===== src/rtl/guess_display_ctrl.sv =====
// Guess/history sequencer that feeds led_driver: edit cursor and colours, commit to a ring, review past guesses.
// Build option CLEAR_ON_SUBMIT_EN: when defined, the guess and cursor return to 1-1-1-1 / slot 0 after each commit.
module guess_display_ctrl #(
    parameter int HIST_DEPTH     = 8,
    parameter int COLOR_MAX      = 6,
    parameter int REVIEW_TIMEOUT = 1000
) (
    input  logic                            clk,
    input  logic                            rst_n,
    input  logic                            btn_left,
    input  logic                            btn_right,
    input  logic                            btn_color,
    input  logic                            btn_submit,
    input  logic                            btn_review,
    output logic                            blink_enable,
    output logic [1:0]                      blink_led,
    output logic [2:0]                      guess_rgb0,
    output logic [2:0]                      guess_rgb1,
    output logic [2:0]                      guess_rgb2,
    output logic [2:0]                      guess_rgb3,
    output logic [2:0]                      history_rgb0,
    output logic [2:0]                      history_rgb1,
    output logic [2:0]                      history_rgb2,
    output logic [2:0]                      history_rgb3,
    output logic [$clog2(HIST_DEPTH+1)-1:0] hist_count,
    output logic                            in_review
);

    localparam int PW = (HIST_DEPTH > 1) ? $clog2(HIST_DEPTH) : 1;
    localparam int CW = $clog2(HIST_DEPTH + 1);
    localparam int TW = (REVIEW_TIMEOUT > 1) ? $clog2(REVIEW_TIMEOUT) : 1;

    typedef enum logic [1:0] {EDIT, COMMIT, REVIEW} state_t;
    typedef logic [3:0][2:0] guess_t;

    state_t        state, next_state;
    logic [1:0]    cursor;
    guess_t        slots;
    guess_t        ring [HIST_DEPTH];
    guess_t        hist_q, hist_d;
    logic [PW-1:0] wr_ptr, offset, offset_nxt;
    logic [CW-1:0] count;
    logic [TW-1:0] timer;
    logic          blink_q, blink_d, review_q, review_d;

    // One-hot-by-priority decode: a higher-priority pulse swallows the others.
    logic do_submit, do_review, do_color, do_left, do_right, any_btn;
    assign do_submit = btn_submit;
    assign do_review = !btn_submit && btn_review;
    assign do_color  = !btn_submit && !btn_review && btn_color;
    assign do_left   = !btn_submit && !btn_review && !btn_color && btn_left && !btn_right;
    assign do_right  = !btn_submit && !btn_review && !btn_color && btn_right && !btn_left;
    assign any_btn   = btn_submit | btn_review | btn_color | btn_left | btn_right;

    // Ring slot holding the entry `off` steps older than the newest.
    function automatic logic [PW-1:0] ring_idx(input logic [PW-1:0] wp, input logic [PW-1:0] off);
        logic [PW:0] sum;
        sum = {1'b0, wp} + (PW+1)'(HIST_DEPTH - 1) - {1'b0, off};
        if (sum >= (PW+1)'(HIST_DEPTH))
            sum = sum - (PW+1)'(HIST_DEPTH);
        return sum[PW-1:0];
    endfunction

    function automatic logic [2:0] next_color(input logic [2:0] c);
        return (c == 3'(COLOR_MAX)) ? 3'd1 : c + 3'd1;
    endfunction

    always_ff @(posedge clk) begin
        if (!rst_n) state <= EDIT;
        else        state <= next_state;
    end

    // NOTE: every signal assigned in a combinational block gets a default first, so no path can infer a latch.
    always_comb begin
        next_state = state;
        offset_nxt = '0;
        case (state)
            EDIT: begin
                if (do_submit)                      next_state = COMMIT;
                else if (do_review && count != '0)  next_state = REVIEW;
            end
            COMMIT: next_state = EDIT;
            REVIEW: begin
                offset_nxt = offset;
                if (do_submit || do_review)
                    next_state = EDIT;
                else if (!any_btn && timer == TW'(REVIEW_TIMEOUT - 1))
                    next_state = EDIT;
                else if (do_left && (CW'(offset) + CW'(1)) < count)
                    offset_nxt = offset + PW'(1);
                else if (do_right && offset != '0)
                    offset_nxt = offset - PW'(1);
                if (next_state != REVIEW)
                    offset_nxt = '0;
            end
            default: next_state = EDIT;
        endcase
    end

    // Output values are computed from the next state so they land in registers on the same edge.
    always_comb begin
        blink_d  = (next_state != REVIEW);
        review_d = (next_state == REVIEW);
        if (state == COMMIT)
            hist_d = slots;
        else if (count == '0)
            hist_d = '0;
        else
            hist_d = ring[ring_idx(wr_ptr, offset_nxt)];
    end

    // NOTE: sequential state uses non-blocking assignments so every register sees pre-edge values.
    always_ff @(posedge clk) begin
        if (!rst_n) begin
            cursor <= '0;
            slots  <= {4{3'd1}};
            wr_ptr <= '0;
            count  <= '0;
            offset <= '0;
            timer  <= '0;
        end else begin
            offset <= offset_nxt;
            timer  <= '0;
            case (state)
                EDIT: begin
                    if (do_color)      slots[cursor] <= next_color(slots[cursor]);
                    else if (do_left)  cursor <= cursor - 2'd1;
                    else if (do_right) cursor <= cursor + 2'd1;
                end
                COMMIT: begin
                    wr_ptr <= (wr_ptr == PW'(HIST_DEPTH - 1)) ? '0 : wr_ptr + PW'(1);
                    if (count != CW'(HIST_DEPTH))
                        count <= count + CW'(1);
`ifdef CLEAR_ON_SUBMIT_EN
                    slots  <= {4{3'd1}};
                    cursor <= '0;
`endif
                end
                REVIEW: begin
                    if (!any_btn && next_state == REVIEW)
                        timer <= timer + TW'(1);
                end
                default: ;
            endcase
        end
    end

    // NOTE: the history storage has no reset; stale entries are hidden by count.
    always_ff @(posedge clk) begin
        if (rst_n && state == COMMIT)
            ring[wr_ptr] <= slots;
    end

    always_ff @(posedge clk) begin
        if (!rst_n) begin
            blink_q  <= 1'b0;
            review_q <= 1'b0;
            hist_q   <= '0;
        end else begin
            blink_q  <= blink_d;
            review_q <= review_d;
            hist_q   <= hist_d;
        end
    end

    assign blink_enable = blink_q;
    assign in_review    = review_q;
    assign blink_led    = cursor;
    assign hist_count   = count;
    assign guess_rgb0   = slots[0];
    assign guess_rgb1   = slots[1];
    assign guess_rgb2   = slots[2];
    assign guess_rgb3   = slots[3];
    assign history_rgb0 = hist_q[0];
    assign history_rgb1 = hist_q[1];
    assign history_rgb2 = hist_q[2];
    assign history_rgb3 = hist_q[3];

endmodule


===== config.mk =====
export PLATFORM = sky130hd
export DESIGN_NAME = guess_display_ctrl
export DESIGN_NICKNAME = d
export VERILOG_FILES = /design/src/rtl/guess_display_ctrl.sv
export SDC_FILE = /design/constraint.sdc
export NUM_CORES = 1
export LEC_CHECK = 0
export ABC_AREA = 0
export BUFFER_PORTS_ARGS = -buffer_cell sky130_fd_sc_hd__buf_4
export CORE_ASPECT_RATIO = 1.2
export CORE_MARGIN = 4
export CORE_UTILIZATION = 45
export CTS_CLUSTER_SIZE = 28
export DETAILED_ROUTE_END_ITERATION = 6
export GPL_TIMING_DRIVEN = 1
export PLACE_DENSITY_LB_ADDON = 0.25
export SLEW_MARGIN = 10
export SYNTH_ARGS = -nofsm -noshare
export SYNTH_HDL_FRONTEND = slang
export SYNTH_SLANG_ARGS = --single-unit

===== constraint.sdc =====
create_clock -name clk -period 11.65 [get_ports clk]
set_input_delay 3.495 -clock clk [delete_from_list [all_inputs] [get_ports clk]]
set_output_delay 3.495 -clock clk [all_outputs]
set_load 0.05 [all_outputs]

# Word level (Yosys, flattened, before mapping)
# Memory sizes are Yosys's and may differ from the RTL's.
# Index checks and enable logic that the tools add are counted.
dict set report op_classes {
  addsub 12
  multipliers 0
  div_mod_pow 0
  n_lt_le_gt_ge 4
  n_eq_ne 9
  n_shift 0
  mux 28
  bitwise 5
  reduce_logical 31
}
# cell n
set ops {}
lappend ops {{$mux W3} 13}
lappend ops {{$mux W12} 2}
lappend ops {{$logic_and A1 B1 Y1} 15}
lappend ops {{$mux W2} 7}
lappend ops {{$bwmux W12} 1}
lappend ops {{$add A10 B1 Y10 const B} 1}
lappend ops {{$eq A10 B10 Y1 const B} 1}
lappend ops {{$add A3 B1 Y3 const B} 3}
lappend ops {{$bmux W3 S2} 1}
lappend ops {{$demux W3 S2} 1}
lappend ops {{$eq A3 B3 Y1 const B} 2}
lappend ops {{$logic_not A1 Y1} 6}
lappend ops {{$reduce_and A3 Y1} 2}
lappend ops {{$sub A3 B1 Y3 const B} 2}
lappend ops {{$add A3 B1 Y4 const B} 1}
lappend ops {{$add A3 B3 Y4 const B} 1}
lappend ops {{$add A4 B1 Y4 const B} 1}
lappend ops {{$eq A2 B2 Y1 const B} 2}
lappend ops {{$ge A4 B4 Y1 const B} 1}
lappend ops {{$logic_not A4 Y1} 1}
lappend ops {{$lt A4 B4 Y1} 1}
lappend ops {{$ne A2 B2 Y1 const B} 2}
lappend ops {{$ne A4 B4 Y1 const B} 1}
lappend ops {{$or A1 B1 Y1} 4}
lappend ops {{15 further kinds} 17}
dict set report word_totals {
  ff_bits 50
  latch_bits 0
  ramBits 96
  rom_bits 0
  inputBits 7
  output_inout_bits 32
  word_cells 106
  n_memories 1
}
# memory words word_bits rd rd_clocked_by_memory_dff wr line_no
set mem_list {}
lappend mem_list {ring 8 12 1 0 1 39} ;# guess_t ring [HIST_DEPTH];

# Logic depth before layout (Yosys ltp)
# An unclocked memory read counts as a cell.
dict set report depth {
  word_depth 20
  depth_mapped 18
  mapped_depth_nobuf 16
}

# Least setup slack after synthesis
# Ideal clock, no wire load.
dict set report synth_path {
  kind {input to register}
  from {input btn_left}
  to {register hist_q, in the netlist history_rgb0[1]}
  setup_ns 0.120
  arrival_time_ns 6.344
  slack_ns 5.186
  path_stages 14
  path_cell_list {nor4_1 nand2_1 a21oi_1 nor2_1 xnor2_1 nand2_1 ha_1 fa_1 clkbuf_1 clkbuf_1 mux4_2 nand2_1 mux2i_1 a211o_1}
}
dict set report synth_between {
  elab_chain_cells 18
  word_cells_on_any_way 29
}
# element line_no
set synth_rtl {}
lappend synth_rtl {{start: declaration} 10} ;# input logic btn_left,
lappend synth_rtl {{$or A1 B1 Y1 (2 in a row)} 53} ;# assign any_btn = btn_submit | btn_review | btn_color | btn_left | btn_right;
lappend synth_rtl {{$logic_not A1 Y1} 87} ;# else if (!any_btn && timer == TW'(REVIEW_TIMEOUT - 1))
lappend synth_rtl {{$logic_and A1 B1 Y1} 87}
lappend synth_rtl {{$mux W2} 87}
lappend synth_rtl {{$mux W2} 85} ;# if (do_submit || do_review)
lappend synth_rtl {{$mux W2} 77} ;# case (state)
lappend synth_rtl {{$ne A2 B2 Y1} 93} ;# if (next_state != REVIEW)
lappend synth_rtl {{$mux W3 (*)} 93}
lappend synth_rtl {{$mux W3 (*)} 77}
lappend synth_rtl {{$sub A4 B3 Y4 (*)} 58} ;# sum = {1'b0, wp} + (PW+1)'(HIST_DEPTH - 1) - {1'b0, off};
lappend synth_rtl {{$ge A4 B4 Y1 or $sub A3 B1 Y3 (tied branches)} {59, 60}}
lappend synth_rtl {{$mux W3 (*)} 59} ;# if (sum >= (PW+1)'(HIST_DEPTH))
lappend synth_rtl {{$mux W3 (*)} 106} ;# else if (count == '0)
lappend synth_rtl {{$mux W3 (*)} 104} ;# if (state == COMMIT)
lappend synth_rtl {{$mem_v2 Z8 W12 (*)} -}
lappend synth_rtl {{$mux W12 (*)} 106}
lappend synth_rtl {{$mux W12 (*)} 104}
lappend synth_rtl {{end signal: assignment} 162} ;# hist_q <= hist_d;
lappend synth_rtl {{end: declaration} 40} ;# guess_t hist_q, hist_d;
# Every way passes the cells marked *; elsewhere a longest branch is shown, timed or not. The select of a mux whose other input is x is not followed.
# A chain may end at the register's enable or synchronous reset.

# Final worst setup path
dict set report layout_path {
  from {input btn_left}
  to {register hist_q, in the netlist history_rgb2[2]}
}
# The elaborated chain is that of the path after synthesis.

==> impl_metrics.yaml <==
outcome:
  outcome: "completed"
power:
  p_switching_w: 0.000249
  pwr-share-seq_pct: 45.6
  ir_drop_uv: 93.0
  switching_share_pct: 20.4
  power_w: 0.00122
  powerDensity_nw_per_um2: 164
  p_leak_nw: 2.91
  combinationalPowerShare_pct: 5.2
  p_int_w: 0.000974
  clockPowerShare_pct: 49.1
setup_path:
  end_kind: "flop"
  path_depth: 14
  cp_common_cell: "nand2_1"
  critPathTopFamily: "adder cells"
  reg2reg_depth: 16
  crit_start: "btn_left"
  timing.rr.end: "history_rgb2[2]"
  worst-r2r-setup-slack_ns: 7.73
  critPathLaunchType: "input pin"
  timing.rr.start: "offset[0]"
  crit_arrival_ns: 6.48
  crit_end: "history_rgb2[2]"
  slowest_delay_ns: 0.48
  critPathKind: "input pin to flop"
  crit_buf_inv: 2
  cp_max_fo: 24
  worstPathCellList: "buf_4, nor4_1, nand2_1, a21oi_1, nor2_1, xnor2_1, nand2_1, ha_1, fa_1, buf_4, mux4_2, nand2_1, mux2i_1, a211o_1"
  slowest_stage: "fa_1"
  required_ns: 11.96
finish:
  diodes: 0
  area_growth_pct: 19.0
  final_cells: 698
  nets: 534
  nFillCells: 1125
  final_cell_mix: "edfxtp_1 (96), nand2_1 (75), dfxtp_1 (50), buf_4 (50), nor2_1 (41)"
  final_common_cell: "edfxtp_1"
  drive_above_1_share_pct: 23.1
die:
  initial_utilization_pct: 45.8
  die-area_um2: 15900
  core_um2: 13700
  die_h_um: 137
  core.rowCount: 47
  io_pins: 39
  die_x_um: 116
logic_synthesis:
  synth_fp_nets: 485
  ys_seq_elements: 146
  synth_cell_type_count: 46
  ys_seq_area_share_pct: 61.9
  synth_edf_count: 96
  yosys_warnings: 0
  ys.flop_type: "edfxtp_1"
  postSynthCellCount: 465
  syn_area_um2: 6270
  avgSynthCellArea_um2: 13.5
  async_flop_share_pct: 0
clocking:
  cts_buffers: 17
  clk_pin_slew_ns: 0.06
  clockBufferDepth: 2
  cts_hold_buf: 0
  post_cts_buffers: 0
  clkSinkCount: 146
  cts_tree: "done"
  ctsHtreeMaxLevel: 4
  clk_latency_ns: 0.42
  cts-root-buf: "clkbuf_16"
  cts_resized: 0
place:
  place.gp.congestion: 0.798
  place_inst: 666
  hpwl_mm: 8.30
  port_buffers: 38
detailed_routing:
  initialDrtViolationCount: 278
  wl_per_cell_um: 18.5
  drc_errors: 0
  wirelength_mm: 12.9
  antenna_left: 0
  dr.pass1.iters: 4
  vias: 3799
  routed_via_density: 5.44
sta:
  period_share_pct: 53.0
  hold_ws_ns: 0.469
  fmax_ghz: 0.162
  slew_headroom_pct: 17.4
  rsz0062_at_grt: "no"
  finalHoldViolCount: 0
  slew_viol_final: 0
  fin_worst_skew_ns: 0.00593
  fin_setup_tns_ns: 0
  tightest_slew_ns: 1.23
  final.min_clock_period_ns: 6.17
  setup_viol: 0
global_route:
  grt_pass1_wl_mm: 20.5
  grt_antenna_before_repair: 0
  grt-ovfl-total: 0
  grt_max_degree: 25
  track_usage_pct: 17.7
  grt_pass1_vias: 3843
hold_path:
  min_from: "timer[0]"
  hold_path.class: "flop to flop"
job:
  drv_cap: 0
==> sequential cells by signal (all words and copies together) (netlist names), 2 cells and up <==
| signal | count |
|---|---|
| history_rgb0 | 3 |
| history_rgb1 | 3 |
| guess_rgb1 | 3 |
| hist_count | 4 |
| offset | 3 |
| blink_led | 2 |
| guess_rgb0 | 3 |
| guess_rgb2 | 3 |
| wr_ptr | 3 |
| guess_rgb3 | 3 |
| timer | 10 |
| ring | 96 |
| history_rgb2 | 3 |
| history_rgb3 | 3 |
| state | 2 |
==> power groups by stage <==
stage	registers [W]	clock network, W	logic [W]
after global routing	0.000559	0.000637	0.0000697
after detailed placement	0.000570	0	0.0000649
after floorplan	0.000578	0	0.0000356
after global placement	0.000569	0	0.0000639
final	0.000558	0.000601	0.0000641
after CTS	0.000559	0.000614	0.0000650
==> synthesized netlist by cell type, drive strengths merged (2+ instances only) <==
master / instances / share of area (%)
mux4: 27 / 9.7
buf: 4 / 0.58
xor2: 10 / 1.4
xnor2: 11 / 1.5
mux2i: 23 / 3.7
inv: 9 / 0.54
nand2b: 5 / 0.50
nor2b: 3 / 0.30
a211oi: 4 / 0.48
edfxtp: 96 / 46
and3: 6 / 0.60
o21ai: 2 / 0.16
and2: 3 / 0.30
nor2: 41 / 2.5
nand2: 75 / 4.5
clkbuf: 16 / 0.96
nor3: 8 / 0.64
nand3b: 2 / 0.24
dfxtp: 50 / 16
ha: 12 / 2.4
a211o: 11 / 1.5
a21oi: 14 / 1.4
nor4: 4 / 0.60
nand3: 13 / 1.0
==> area by class of cell <==
cell class	instances	area (µm²)	share of cell area, %
Clock buffer	20	467	6.25
Clock inverter	12	201	2.70
Inverter	10	37.5	0.503
Multi-Input combinational cell	289	2280	30.6
Sequential cell	146	3880	52.0
Tap cell	171	214	2.87
Timing Repair Buffer	50	375	5.03
==> logic make-up (layout without fill, tap and decap cells) <==
logic type | count (synthesis) | in the layout | share of synthesized area (%)
flops | 146 | 146 | 61.9
xor+xnor | 21 | 21 | 2.93
fa+ha+maj | 13 | 13 | 2.71
simple gates | 167 | 167 | 12.2
mux | 51 | 51 | 13.6
buf+inv | 30 | 92 | 2.14
compound gates | 37 | 37 | 4.57
==> metal layers <==
layer  share of wire, %  routed length (µm)  track usage (%)
met5                  0                   0                0
met1                 42                5400             21.9
met2                 51                6550             29.4
met4                2.8                 367             8.32
met3                4.6                 599             4.26
==> metrics by stage <==
step / utilization, % / cell area [µm²] / setup WS [ns]
3_3_place_gp: 49.5 / 6790 / 5.03
2_1_floorplan: - / 6270 / 5.19
4_1_cts: 54.4 / 7460 / 5.45
6_report: 54.5 / 7460 / 5.48
5_1_grt: 54.5 / 7460 / 5.20
3_5_place_dp: 49.5 / 6790 / 5.00
==> worst min-delay path by stage <==
stage	end	slack, ns	depth (start not counted)
final	timer[0]	0.47	1
after CTS	timer[0]	0.47	1
after detailed placement	timer[0]	0.46	1
after global placement	timer[0]	0.45	1
after global routing	timer[0]	0.51	1
after floorplan	timer[0]	0.43	1
Power figures use the tool's default switching activity.
